==> src/rtl/opcode_fetch_controller.sv <==
`default_nettype none
// ============================================================================
// Module   : opcode_fetch_controller
// Purpose  : 8085-style opcode-fetch machine cycle sequencer (T1-T2-[TW]-T3-T4)
//            owning the 16-bit program counter. Drives the bus strobes and the
//            one-cycle instruction-register load pulse. The decoder holds T4
//            through i_stall and requests HALT through i_halt_req.
// Config   : `define WAIT_STATE_EN enables TW wait states driven by i_ready,
//            a wait counter and the bus_err time-out. When the macro is not
//            defined, i_ready is ignored and o_bus_err is tied low.
// Ports    : clk          in   system clock, rising edge
//            reset        in   synchronous active-high reset
//            i_ready      in   memory ready (WAIT_STATE_EN only)
//            i_stall      in   hold T4 while high
//            i_halt_req   in   HLT indication, sampled in T4
//            i_wake       in   leave HALT
//            i_pc_load    in   load PC from i_pc_in
//            i_pc_in      in   [15:0] new PC value
//            o_addr_out   out  [15:0] address bus, PC latched entering T1
//            o_ale        out  address latch enable, high in T1
//            o_rd_n       out  read strobe, active low (T2/TW/T3)
//            o_io_m       out  0 = memory cycle, always 0 here
//            o_s1s0       out  [1:0] 11 during fetch, 00 in IDLE/HALT
//            o_ir_load    out  one-cycle pulse in T3
//            o_t_state    out  [2:0] 0=IDLE 1=T1 2=T2 3=T3 4=T4 5=TW 6=HALT
//            o_bus_err    out  one-cycle pulse on wait time-out
// Revision : 1.0  initial release
// ============================================================================
module opcode_fetch_controller #(
  parameter logic [15:0] RESET_VECTOR = 16'h0000,
  parameter int          MAX_WAIT     = 15
) (
  input  logic        clk,
  input  logic        reset,
  input  logic        i_ready,
  input  logic        i_stall,
  input  logic        i_halt_req,
  input  logic        i_wake,
  input  logic        i_pc_load,
  input  logic [15:0] i_pc_in,
  output logic [15:0] o_addr_out,
  output logic        o_ale,
  output logic        o_rd_n,
  output logic        o_io_m,
  output logic [1:0]  o_s1s0,
  output logic        o_ir_load,
  output logic [2:0]  o_t_state,
  output logic        o_bus_err
);

  typedef enum logic [2:0] {
    S_IDLE = 3'd0,
    S_T1   = 3'd1,
    S_T2   = 3'd2,
    S_T3   = 3'd3,
    S_T4   = 3'd4,
    S_TW   = 3'd5,
    S_HALT = 3'd6
  } state_t;

  state_t      r_state;
  state_t      w_next;
  logic        w_bus_err;
  logic [15:0] r_pc;

`ifdef WAIT_STATE_EN
  localparam int unsigned c_CW = (MAX_WAIT < 2) ? 1 : $clog2(MAX_WAIT + 1);
  localparam logic [c_CW-1:0] c_MAX_WAIT = MAX_WAIT[c_CW-1:0];
  logic [c_CW-1:0] r_wait_cnt;
`else
  // Ready and the time-out limit have no function without wait states.
  logic [1:0] w_unused_cfg;
  assign w_unused_cfg = {i_ready, (MAX_WAIT > 0)};
`endif

  // Next-state logic
  always_comb begin
    w_next    = r_state;
    w_bus_err = 1'b0;
    case (r_state)
      S_IDLE: w_next = S_T1;
      S_T1:   w_next = S_T2;
`ifdef WAIT_STATE_EN
      S_T2:   w_next = i_ready ? S_T3 : S_TW;
      S_TW: begin
        if (i_ready) begin
          w_next = S_T3;
        end else if (r_wait_cnt == c_MAX_WAIT) begin
          // Memory never answered: abandon the wait and flag it.
          w_next    = S_T3;
          w_bus_err = 1'b1;
        end else begin
          w_next = S_TW;
        end
      end
`else
      S_T2:   w_next = S_T3;
`endif
      S_T3:   w_next = S_T4;
      // Stall has priority, so halt_req is only acted on once stall drops.
      S_T4: begin
        if (i_stall)         w_next = S_T4;
        else if (i_halt_req) w_next = S_HALT;
        else                 w_next = S_T1;
      end
      S_HALT: w_next = i_wake ? S_T1 : S_HALT;
      default: w_next = S_IDLE;
    endcase
  end

  // State, PC and registered outputs. Outputs are decoded from the next state
  // so that they are valid during the cycle in which that state is current.
  always_ff @(posedge clk) begin
    if (reset) begin
      r_state    <= S_IDLE;
      r_pc       <= RESET_VECTOR;
      o_addr_out <= 16'h0000;
      o_ale      <= 1'b0;
      o_rd_n     <= 1'b1;
      o_s1s0     <= 2'b00;
      o_ir_load  <= 1'b0;
      o_bus_err  <= 1'b0;
    end else begin
      r_state <= w_next;
      if (i_pc_load)           r_pc <= i_pc_in;
      else if (r_state == S_T2) r_pc <= r_pc + 16'd1;
      if (w_next == S_T1)      o_addr_out <= r_pc;
      o_ale     <= (w_next == S_T1);
      o_rd_n    <= !((w_next == S_T2) || (w_next == S_T3) || (w_next == S_TW));
      o_s1s0    <= ((w_next == S_IDLE) || (w_next == S_HALT)) ? 2'b00 : 2'b11;
      o_ir_load <= (w_next == S_T3);
      o_bus_err <= w_bus_err;
    end
  end

`ifdef WAIT_STATE_EN
  always_ff @(posedge clk) begin
    if (reset)               r_wait_cnt <= '0;
    else if (w_next == S_TW) r_wait_cnt <= r_wait_cnt + 1'b1;
    else                     r_wait_cnt <= '0;
  end
`endif

  assign o_io_m    = 1'b0;
  assign o_t_state = r_state;

endmodule
`default_nettype wire

==> config.mk <==
export PLATFORM = sky130hd
export DESIGN_NAME = opcode_fetch_controller
export DESIGN_NICKNAME = d
export VERILOG_FILES = /design/src/rtl/opcode_fetch_controller.sv
export SDC_FILE = /design/constraint.sdc
export NUM_CORES = 1
export LEC_CHECK = 0
export ABC_AREA = 1
export CAP_MARGIN = 15
export CORE_UTILIZATION = 40
export DETAILED_ROUTE_END_ITERATION = 16
export PLACE_DENSITY = 0.67
export SYNTH_ARGS = -nofsm -noshare
export SYNTH_HDL_FRONTEND = slang
export SYNTH_SLANG_ARGS = --single-unit
==> constraint.sdc <==
create_clock -name clk -period 3.76 [get_ports clk]
set_input_delay 0.752 -clock clk [delete_from_list [all_inputs] [get_ports clk]]
set_output_delay 0.752 -clock clk [all_outputs]
set_load 0.005 [all_outputs]
==> results of run 1 <==
[cells in the final DEF (no fill, tap or decap), types with 6 or more instances in the layout]
cell,count
nor2_2,14
a21oi_1,10
nand3_1,18
nand2_1,52
o21ai_0,16
nor2_1,40
dfxtp_1,39
inv_1,27
nand4_1,7
o21ai_1,12
clkdlybuf4s50_1,45
clkbuf_8,6
[power by group]
part	total, mW	switching (mW)	internal, mW	leakage [nW]
Clock	0.357	0.142	0.215	0.0612
Sequential	0.504	0.0399	0.464	0.323
Combinational	0.274	0.131	0.142	0.646
[logic make-up (layout without fill, tap and decap cells)]
| logic type | Yosys count | in the layout |
|---|---|---|
| AOI/OAI and AO/OA | 47 | 47 |
| xor gates and xnor gates | 7 | 7 |
| adders and majority gates | 1 | 1 |
| buffers and inverters | 40 | 83 |
| DFF | 39 | 39 |
| other | 1 | 2 |
| and+or+nand+nor | 139 | 139 |
[state kept, by name, summed over array words and instances (netlist names)]
signal	cells
o_addr_out	16
r_pc	16
o_t_state	3
o_ale	1
o_ir_load	1
o_rd_n	1
o_s1s0	1
[worst max-delay path, stage by stage]
cell             delay [ps]
clkdlybuf4s50_1         670
inv_1                   620
o21ai_0                 190
a211oi_1                260
[stage by stage]
step,hold WS (ps),total power [mW],utilization (%),std cells,instance area [µm²]
4_1_cts,486.8,1.150,53.93,385,2547
3_3_place_gp,461.3,0.7834,51.44,377,2430
2_1_floorplan,477.9,0.6738,-,275,1964
3_5_place_dp,469.3,0.7889,51.44,377,2430
6_report,480.1,1.134,53.93,385,2547
5_1_grt,511.1,1.197,53.93,385,2547
[path summary, 6_finish.rpt]
| path | from | end | depth (start not counted) |
|---|---|---|---|
| max reg2reg | o_t_state[1]$_SDFF_PP0_ | o_addr_out[1]$_SDFFE_PP0P_ | 7 |
| min | o_addr_out[4]$_SDFFE_PP0P_ | o_addr_out[4]$_SDFFE_PP0P_ | 2 |
| max | reset | r_pc[0]$_SDFFE_PP0P_ | 4 |
| min reg2reg | o_addr_out[4]$_SDFFE_PP0P_ | o_addr_out[4]$_SDFFE_PP0P_ | 2 |
[per-layer routing]
layer,track usage [%],vias to the layer above
li1,-,966
met1,25.50,770
met2,25.89,59
met3,3.472,5
met4,8.497,0
met5,0,-
[cell type report]
cell class	instances	area [µm²]	share of cell area, %
Multi-Input combinational cell	196	999.7	39.24
Inverter	30	115.1	4.519
Clock inverter	2	35.03	1.375
Timing Repair Buffer	45	450.4	17.68
Tap cell	67	83.83	3.291
Clock buffer	6	82.58	3.242
Sequential cell	39	780.7	30.65
==> key figures, run 1 <==
STA
  • Post-route minimum period: between 2000 and 2500 ps
  • Final Hold Fails: 0
  • Final slew viol count: 0
  • Fin worst setup slack: approximately 1500 ps
  • Tcrit/Tclk final: 60.74%
  • Worst slew margin: 56.71%
  • Worst Clk Skew: approximately 3.6 ps
  • Setup Viol. Count Final: 0
  • Setup TNS: 0 ps
  • RSZ-0062 raised after global routing: false
  • Fmax: 0.4379 GHz
  • Worst-Margin Slew: 648.6 ps

Global routing
  • First-pass GRT wire length: just over 7 mm
  • Initial antenna violation count: 0
  • Gr usage total: 17.87%
  • Largest net degree at the start of global routing: 28
  • Vias in the first global route: 1606
  • Gr ovfl total: 0

Routing
  • DRT antenna net count: 0
  • Vias: 1800
  • Total Wirelength: 4.202 mm
  • Met1 Wirelength: about 2.2 mm
  • Top Layer Used: met4
  • Via density: 4.675
  • DRC Markers: 0
  • Routed length on met3: about 220 µm
  • Starting DRT DRC Count: 78
  • Met2 WL: ~1.7 mm
  • DR WL/cell: 10.91 µm
  • Drt pass-1 iters: 4

Worst setup path
  • CP Capture Type: flip-flop
  • Crit-path max FO: 27
  • Critical Path AT: 2490 ps
  • Setup CP Type: primary input to flip-flop
  • Type of origin of the critical path: primary input
  • Worst Path Required: between 3000 and 4000 ps
  • R2R setup slack: roughly 2200 ps

Final layout
  • ANT cells: 0
  • Layout cells sized above 1: 11.01%
  • Fill cells: 492
  • Area grow syn2layout: 29.93%
  • # nets final: 341

Clock network
  • Root buf cell: clkbuf_8
  • # Post-CTS Setup Buffers: 0
  • Number of H-tree levels: 2
  • Clk buf depth: 2
  • Clk Latency, worst-skew pair: 290 ps
  • Cts hold-fix bufs: 0
  • # resized after CTS: 0
  • Cts bufs inserted: 5
  • Clk slew on worst S/H paths: 70 ps
  • Clk sinks: 39
  • CTS tree: built

Floorplan
  • Die height: 72.01 µm
  • Die area: a little over 5000 µm²
  • Core Footprint: 4723 µm²
  • Io pins: 49
  • Initial Utilization: 41.51%
  • Core Rows: 25
  • Die X: 72.01 µm

Run
  • Max Cap Violations: 0

Place
  • Hpwl dp: 3.112 mm
  • Placer Congestion: 0.8835
  • Pre-CTS setup slack: between 1000 and 1500 ps
  • Port bufs: 45

Logic synthesis
  • Seq cells post-synth: 39
  • Post-synth top area cell: dfxtp_1
  • Largest family of logic cells by synthesized area: simple AND/OR/NAND/NOR gates
  • Synth unique cells: 31
  • Avg Cell Area, Syn: 7.156 µm²
  • Count leader, synth: nand2_1
  • Synth Area in Adders: less than 1%
  • Mapped Cells: 274
  • Commonest cells post-synth: 52 x nand2_1, 40 x nor2_1, 39 x dfxtp_1, 27 x inv_1, 18 x nand3_1
  • Area contributors post-synth: dfxtp_1 40%, nand2_1 10%, nor2_1 7.7%, inv_1 5.2%, nand3_1 4.6%
  • Compound-Gate Fraction of Synth Area: 13.15%
  • Number of synthesized flops with an enable pin: 0
  • Multiplexer share of the synthesized area: 0%
  • Yosys top cell area share: roughly 40%
  • Register area share after synthesis: 39.82%
  • Mapped Area: 1961 µm²
  • Synth Area in XOR/XNOR: 3.127%
  • Synth Area in Simple Gates: around a third
  • Ys flop type: dfxtp_1
  • Ys Warns: 0
  • Async S/R FF share, synth: 0%

Pwr
  • Power per cell area: roughly 450 nW/µm²
  • Pleak: 1.030 nW
  • Peak supply drop: roughly 0.18 mV

Hold path
  • Worst hold path type: flip-flop to flip-flop

Status
  • Status: complete, no violations
Note: power is estimated with default switching activity, not from simulation.
==> run 2, diff against run 1 <==
==> constraint.sdc (replaced) <==
create_clock -name clk -period 2.15 [get_ports clk]
set_input_delay 0.43 -clock clk [delete_from_list [all_inputs] [get_ports clk]]
set_output_delay 0.43 -clock clk [all_outputs]
set_load 0.005 [all_outputs]
==> run 2 against run 1 <==
Effect of this change:
- final area rose by 1.5%
- hold slack better by 0.62 ps
- sequential share of layout area is 0.45 points lower
- wire length up 0.64%
- largest cell class unchanged
- largest power group unchanged
- sequential cell count unchanged
- die area did not move
- cell count rose by 1.3%
- critical endpoint is now o_t_state[2]
- power grew 76%
- utilization up 0.79 points
==> key figures, run 2 (synthesized netlist as in run 1, its figures left out) <==
STA
  • Final slew viol count: 0 (unchanged)
  • Post-route minimum period: 1718 ps
  • Setup Viol. Count Final: 0 (unchanged)
  • Fmax: 0.5821 GHz
  • Final Hold Fails: 0 (unchanged)
  • Worst Clk Skew: 4.035 ps (was 3.558 ps)
  • RSZ-0062 raised after global routing: false (unchanged)
  • Setup TNS: 0 ps (unchanged)
  • Tcrit/Tclk final: roughly four fifths

Floorplan
  • Initial Utilization: 41.51% (unchanged)
  • Die X: 72.01 µm (unchanged)
  • Die area: 5185 µm² (unchanged)
  • Die height: 72.01 µm (unchanged)
  • Io pins: 49 (unchanged)
  • Core Footprint: 4723 µm² (unchanged)
  • Core Rows: 25 (unchanged)

Pwr
  • Clock power frac: 31.6% (was 31.4%)
  • Int Power: 1.441 mW (was 0.8208 mW)
  • Pleak: 1.055 nW (was 1.030 nW)
  • Peak supply drop: 0.2558 mV (was 0.1777 mV)
  • Logic pwr share: 24.2% (was 24.1%)
  • Power per cell area: 771.1 nW/µm² (was 445.2 nW/µm²)
  • Switch share: 27.68% (was 27.64%)
  • Sw power: 0.5518 mW (was 0.3135 mW)
  • Sequential fraction of design power: 44.2% (was 44.4%)

Worst setup path
  • Critical Path AT: 1290 ps (was 2490 ps)
  • Worst Path Required: 1720 ps (was 3960 ps)
  • Critical-path top delay cell: clkdlybuf4s50_1 (unchanged)
  • Crit-path max FO: 7 (was 27)
  • Type of origin of the critical path: flip-flop (was primary input)
  • Crit-path cells: clkdlybuf4s50_1 (was clkdlybuf4s50_1, inv_1, o21ai_0, a211oi_1)
  • Cell family with most CP delay: buffers and inverters (unchanged)
  • CP Buf/Inv Count: 1 (was 2)
  • Setup CP Type: flip-flop to primary output (was primary input to flip-flop)
  • Crit path largest cell delay: 540 ps (was 670 ps)
  • CP Capture Type: primary output (was flip-flop)

Clock network
  • Clk Latency, worst-skew pair: 290 ps (about the same)
  • # resized after CTS: 0 (unchanged)
  • Root buf cell: clkbuf_8 (unchanged)
  • # Post-CTS Setup Buffers: 0 (unchanged)
  • Cts bufs inserted: 5 (unchanged)
  • CTS tree: built (unchanged)
  • Cts hold-fix bufs: 0 (unchanged)
  • Clk buf depth: 2 (unchanged)
  • Clk slew on worst S/H paths: 80 ps (was 70 ps)
  • Number of H-tree levels: 2 (unchanged)
  • Clk sinks: 39 (unchanged)

Run
  • Max Cap Violations: 0 (unchanged)

Routing
  • DR WL/cell: 10.84 µm (was 10.91 µm)
  • Starting DRT DRC Count: 125 (was 78)
  • DRC Markers: 0 (unchanged)
  • Vias: 1828 (was 1800)
  • DRT antenna net count: 0 (unchanged)
  • Drt pass-1 iters: 4 (unchanged)
  • Top Layer Used: met4 (unchanged)
  • Routed length on met3: 182 µm (was 216 µm)
  • Met1 Wirelength: 2.238 mm (was 2.189 mm)
  • Met2 WL: 1.756 mm (was 1.727 mm)
  • Total Wirelength: 4.229 mm (was 4.202 mm)
  • Via density: 4.687 (was 4.675)

Global routing
  • Vias in the first global route: 1524 (was 1606)
  • First-pass GRT wire length: 7.189 mm (was 7.224 mm)
  • Gr ovfl total: 0 (unchanged)
  • Initial antenna violation count: 0 (unchanged)
  • Gr usage total: 17.72% (was 17.87%)
  • Largest net degree at the start of global routing: 26 (was 28)

Final layout
  • Layout cells sized above 1: 12.38% (was 11.01%)
  • Commonest cells after routing, fill and taps aside: 52 x nand2_1, 45 x clkdlybuf4s50_1, 40 x nor2_1 (unchanged)
  • Most common cell after layout, fill and taps aside: nand2_1 (unchanged)
  • Area grow syn2layout: 31.84% (was 29.93%)
  • Cell area after layout: 2585 µm² (was 2547 µm²)
  • ANT cells: 0 (unchanged)
  • # nets final: 346 (was 341)

Place
  • Port bufs: 45 (unchanged)
  • DP Area: 2467 µm² (was 2430 µm²)
  • Hpwl dp: 3.137 mm (was 3.112 mm)
  • Placer Congestion: 0.8405 (was 0.8835)

Hold path
  • Worst hold path type: flip-flop to flip-flop (unchanged)

Status
  • Status: complete, no violations (unchanged)
-- run 2: cell count changes in the layout (fill, tap and decap cells not counted) --
cell   delta
buf_4     +5
-- run 2: power groups by stage --
stage	combinational [mW]	sequential (mW)	clock (mW)
2_1_floorplan	0.285	0.894	0
3_3_place_gp	0.481	0.896	0
3_5_place_dp	0.488	0.897	0
4_1_cts	0.490	0.881	0.643
5_1_grt	0.549	0.892	0.674
6_report	0.483	0.881	0.629
-- run 2: area by class of cell --
type                            count  area [µm²]
Clock buffer                        6       82.58
Clock inverter                      2       35.03
Fill cell                         480        2138
Inverter                           30       115.1
Multi-Input combinational cell    196       999.7
Sequential cell                    39       780.7
Tap cell                           67       83.83
Timing Repair Buffer               50       488.0
-- run 2: metal layers --
layer	global-route usage, %	vias to the layer above
met3	3.750	5
li1	-	973
met2	25.16	53
met1	26.75	797
met5	0	-
met4	5.229	0
-- run 2: metrics by stage --
step                      instances  util [%]  hold WS (ps)  total power, mW  setup slack (ps)
final                           390     54.73         480.7            1.993             432.2
after floorplan                 275         -         477.9            1.178             844.3
after detailed placement        382     52.24         469.8            1.385             187.6
after global placement          382     52.24         460.0            1.377             227.1
after CTS                       390     54.73         487.5            2.014             423.6
after global routing            390     54.73         511.4            2.115             363.6
-- run 2: worst paths after layout --
check	startpoint	endpoint	slack, ps	depth (start not counted)
worst max-delay path	o_t_state[2]$_SDFF_PP0_	o_t_state[2]	430	1
worst min-delay path	o_addr_out[3]$_SDFFE_PP0P_	o_addr_out[3]$_SDFFE_PP0P_	480	2
worst max register to register	o_t_state[1]$_SDFF_PP0_	o_addr_out[2]$_SDFFE_PP0P_	620	7
worst min register to register	o_addr_out[3]$_SDFFE_PP0P_	o_addr_out[3]$_SDFFE_PP0P_	480	2
==> run 3, diff against run 2 <==
--- a/config.mk
+++ b/config.mk
@@ -9,7 +9,7 @@
 export CAP_MARGIN = 15
 export CORE_UTILIZATION = 40
 export DETAILED_ROUTE_END_ITERATION = 16
-export PLACE_DENSITY = 0.67
+export PLACE_DENSITY = 0.7
 export SYNTH_ARGS = -nofsm -noshare
 export SYNTH_HDL_FRONTEND = slang
 export SYNTH_SLANG_ARGS = --single-unit
==> constraint.sdc (replaced) <==
create_clock -name clk -period 1.5 [get_ports clk]
set_input_delay 0.3 -clock clk [delete_from_list [all_inputs] [get_ports clk]]
set_output_delay 0.3 -clock clk [all_outputs]
set_load 0.005 [all_outputs]
==> run 3 against run 2 <==
Effect of this change:
- non-clock buffer count increased by 11
- die area unchanged
- combinational power increased by 56%
- cell count increased by 2.8%
- register-to-register slack got worse by 530 ps
- largest cell class unchanged
- wire length increased by 6.5%
- clock skew increased by 2.5 ps
- the flow now finishes with violations (DRC)
- final area increased by 6.0%
- global-route usage decreased by 0.054 points
==> key figures, run 3 (synthesized netlist as in run 1, its figures left out) <==
Clock network
  • Clk buf depth: 2 (unchanged)
  • Clk sinks: 39 (unchanged)
  • CTS tree: built (unchanged)
  • Root buf cell: clkbuf_8 (unchanged)
  • Cts hold-fix bufs: 0 (unchanged)
  • Number of H-tree levels: 2 (unchanged)
  • Clk slew on worst S/H paths: 70 ps (was 80 ps)
  • Cts bufs inserted: 5 (unchanged)
  • Clk Latency, worst-skew pair: 290 ps (about the same)

Hold path
  • Worst hold path type: flip-flop to flip-flop (unchanged)
  • Hold Path Origin: r_pc[0]$_SDFFE_PP0P_ (was o_addr_out[3]$_SDFFE_PP0P_)

Final layout
  • Area grow syn2layout: 39.69% (was 31.84%)
  • Layout cells sized above 1: 17.07% (was 12.38%)
  • Sequential cell area: 792.0 µm² (was 780.7 µm²)
  • Most common cell after layout, fill and taps aside: nand2_1 (unchanged)
  • ANT cells: 0 (unchanged)
  • Cell area after layout: 2739 µm² (was 2585 µm²)
  • Commonest cells after routing, fill and taps aside: 52 x nand2_1, 44 x clkdlybuf4s50_1, 39 x nor2_1 (was 52 x nand2_1, 45 x clkdlybuf4s50_1, 40 x nor2_1)
  • # nets final: 357 (was 346)
  • Fill cells: 439 (was 480)
  • Multi-input combinational cell area: 1015 µm² (was 999.7 µm²)
  • Core Util, Final: 57.99% (was 54.73%)

Worst setup path
  • Critical Path AT: 1160 ps (was 1290 ps)
  • Crit-path cells: clkdlybuf4s50_1 (unchanged)
  • Worst Path Required: 1200 ps (was 1720 ps)
  • Type of origin of the critical path: flip-flop (unchanged)
  • Number of cells on the critical path: 1 (unchanged)
  • Crit-path max FO: 4 (was 7)
  • Cell family with most CP delay: buffers and inverters (unchanged)
  • Worst r2r dst: r_pc[10]$_SDFFE_PP0P_ (was o_addr_out[2]$_SDFFE_PP0P_)
  • CP Buf/Inv Count: 1 (unchanged)
  • Setup CP Type: flip-flop to primary output (unchanged)
  • CP Capture Type: primary output (unchanged)
  • Crit path largest cell delay: 510 ps (was 540 ps)
  • Critical-path top delay cell: clkdlybuf4s50_1 (unchanged)
  • R2R setup slack: 90 ps (was 620 ps)
  • Critical R2R Launch: r_pc[0]$_SDFFE_PP0P_ (was o_t_state[1]$_SDFF_PP0_)
  • Crit path capture: o_t_state[0] (was o_t_state[2])
  • CP Launch Point: o_t_state[0]$_SDFF_PP0_ (was o_t_state[2]$_SDFF_PP0_)
  • Worst Reg-to-Reg Cells: 8 (was 7)

Status
  • Status: finished with violations (was complete, no violations)
  • Failing checks: DRC

STA
  • Post-route minimum period: 1459 ps
  • RSZ-0062 raised after global routing: false (unchanged)
  • Tcrit/Tclk final: 97.24%
  • Fmax: 0.6856 GHz
  • Worst Clk Skew: 6.572 ps (was 4.035 ps)
  • Setup Viol. Count Final: 0 (unchanged)
  • Final Hold Fails: 0 (unchanged)
  • Final slew viol count: 0 (unchanged)

Floorplan
  • Core Rows: 25 (unchanged)
  • Initial Utilization: 41.51% (unchanged)
  • Die height: 72.01 µm (unchanged)
  • Die X: 72.01 µm (unchanged)
  • Core Footprint: 4723 µm² (unchanged)
  • Io pins: 49 (unchanged)
  • Die area: 5185 µm² (unchanged)

Global routing
  • Largest net degree at the start of global routing: 28 (was 26)
  • Initial antenna violation count: 0 (unchanged)
  • First-pass GRT wire length: 7.120 mm (was 7.189 mm)
  • Gr ovfl total: 0 (unchanged)
  • Met1 Resource Use GR: 25.13% (was 26.75%)
  • Vias in the first global route: 1572 (was 1524)
  • Gr usage total: 17.67% (was 17.72%)
  • GRT met2 Usage: 26.94% (was 25.16%)
  • Met3 Usage GRT: 3.750% (unchanged)
  • Most used routing layer: met2 (was met1)

Routing
  • DRC Markers: 2 (was 0)
  • DR WL/cell: 11.23 µm (was 10.84 µm)
  • DRT antenna net count: 0 (unchanged)
  • Starting DRT DRC Count: 109 (was 125)
  • Total Wirelength: 4.503 mm (was 4.229 mm)
  • Vias: 1903 (was 1828)
  • Drt pass-1 iters: 10 (was 4)
  • Via density: 4.746 (was 4.687)

Pwr
  • Power per cell area: 1117 nW/µm² (was 771.1 nW/µm²)
  • Pleak: 1.137 nW (was 1.055 nW)
  • Peak supply drop: 0.4958 mV (was 0.2558 mV)

Place
  • Port bufs: 45 (unchanged)
  • Hpwl dp: 3.258 mm (was 3.137 mm)
  • Placer Congestion: 0.8796 (was 0.8405)
  • DP Area: 2552 µm² (was 2467 µm²)

Run
  • Max Cap Violations: 0 (unchanged)
-- run 3: how the worst min path moves through the flow --
stage / endpoint / slack [ps] / depth (start not counted)
final: r_pc[0]$_SDFFE_PP0P_ / 470 / 1
after floorplan: r_pc[9]$_SDFFE_PP0P_ / 370 / 1
after CTS: o_addr_out[2]$_SDFFE_PP0P_ / 490 / 2
after detailed placement: o_addr_out[2]$_SDFFE_PP0P_ / 470 / 2
after global routing: r_pc[0]$_SDFFE_PP0P_ / 490 / 1
after global placement: o_addr_out[2]$_SDFFE_PP0P_ / 460 / 2
-- run 3: power by group --
part / internal (mW) / switching (mW)
combinational: 0.410 / 0.343
sequential: 1.16 / 0.101
clock: 0.665 / 0.374
total: 2.24 / 0.818
-- run 3: final cells by class --
cell class                      instances  area share [%]
Inverter                               30           4.294
Tap cell                               67           3.061
Multi-Input combinational cell        196           37.05
Clock buffer                            6           2.650
Clock inverter                          2           2.193
Sequential cell                        39           28.92
Timing Repair Buffer                   61           21.84
-- run 3: metal layers --
layer / up-vias / routed length (µm)
li1: 997 / -
met1: 849 / 2300
met2: 51 / 1985
met3: 6 / 172
met4: 0 / 44
met5: - / 0
-- run 3: metrics by stage --
| step | setup TNS (ps) | total power, mW | setup WS [ps] | hold WS [ps] | instances |
|---|---|---|---|---|---|
| floorplan | 0 | 1.689 | 194.3 | 369.4 | 275 |
| global placement | -1774 | 2.020 | -113.1 | 460.1 | 390 |
| detailed placement | -2300 | 2.032 | -162.8 | 474.2 | 390 |
| finish | 0 | 3.058 | 41.45 | 471.7 | 401 |
| CTS | 0 | 3.057 | 1.469 | 490.4 | 398 |
| global route | 0 | 3.202 | 2.504 | 490.8 | 401 |
-- run 3: what timing repair did --
item                                    4_1_cts  5_1_grt
endpoints found under the setup margin        3       10
pin swaps                                     0        1
buffers inserted                              0        3
resized for setup                             3       10
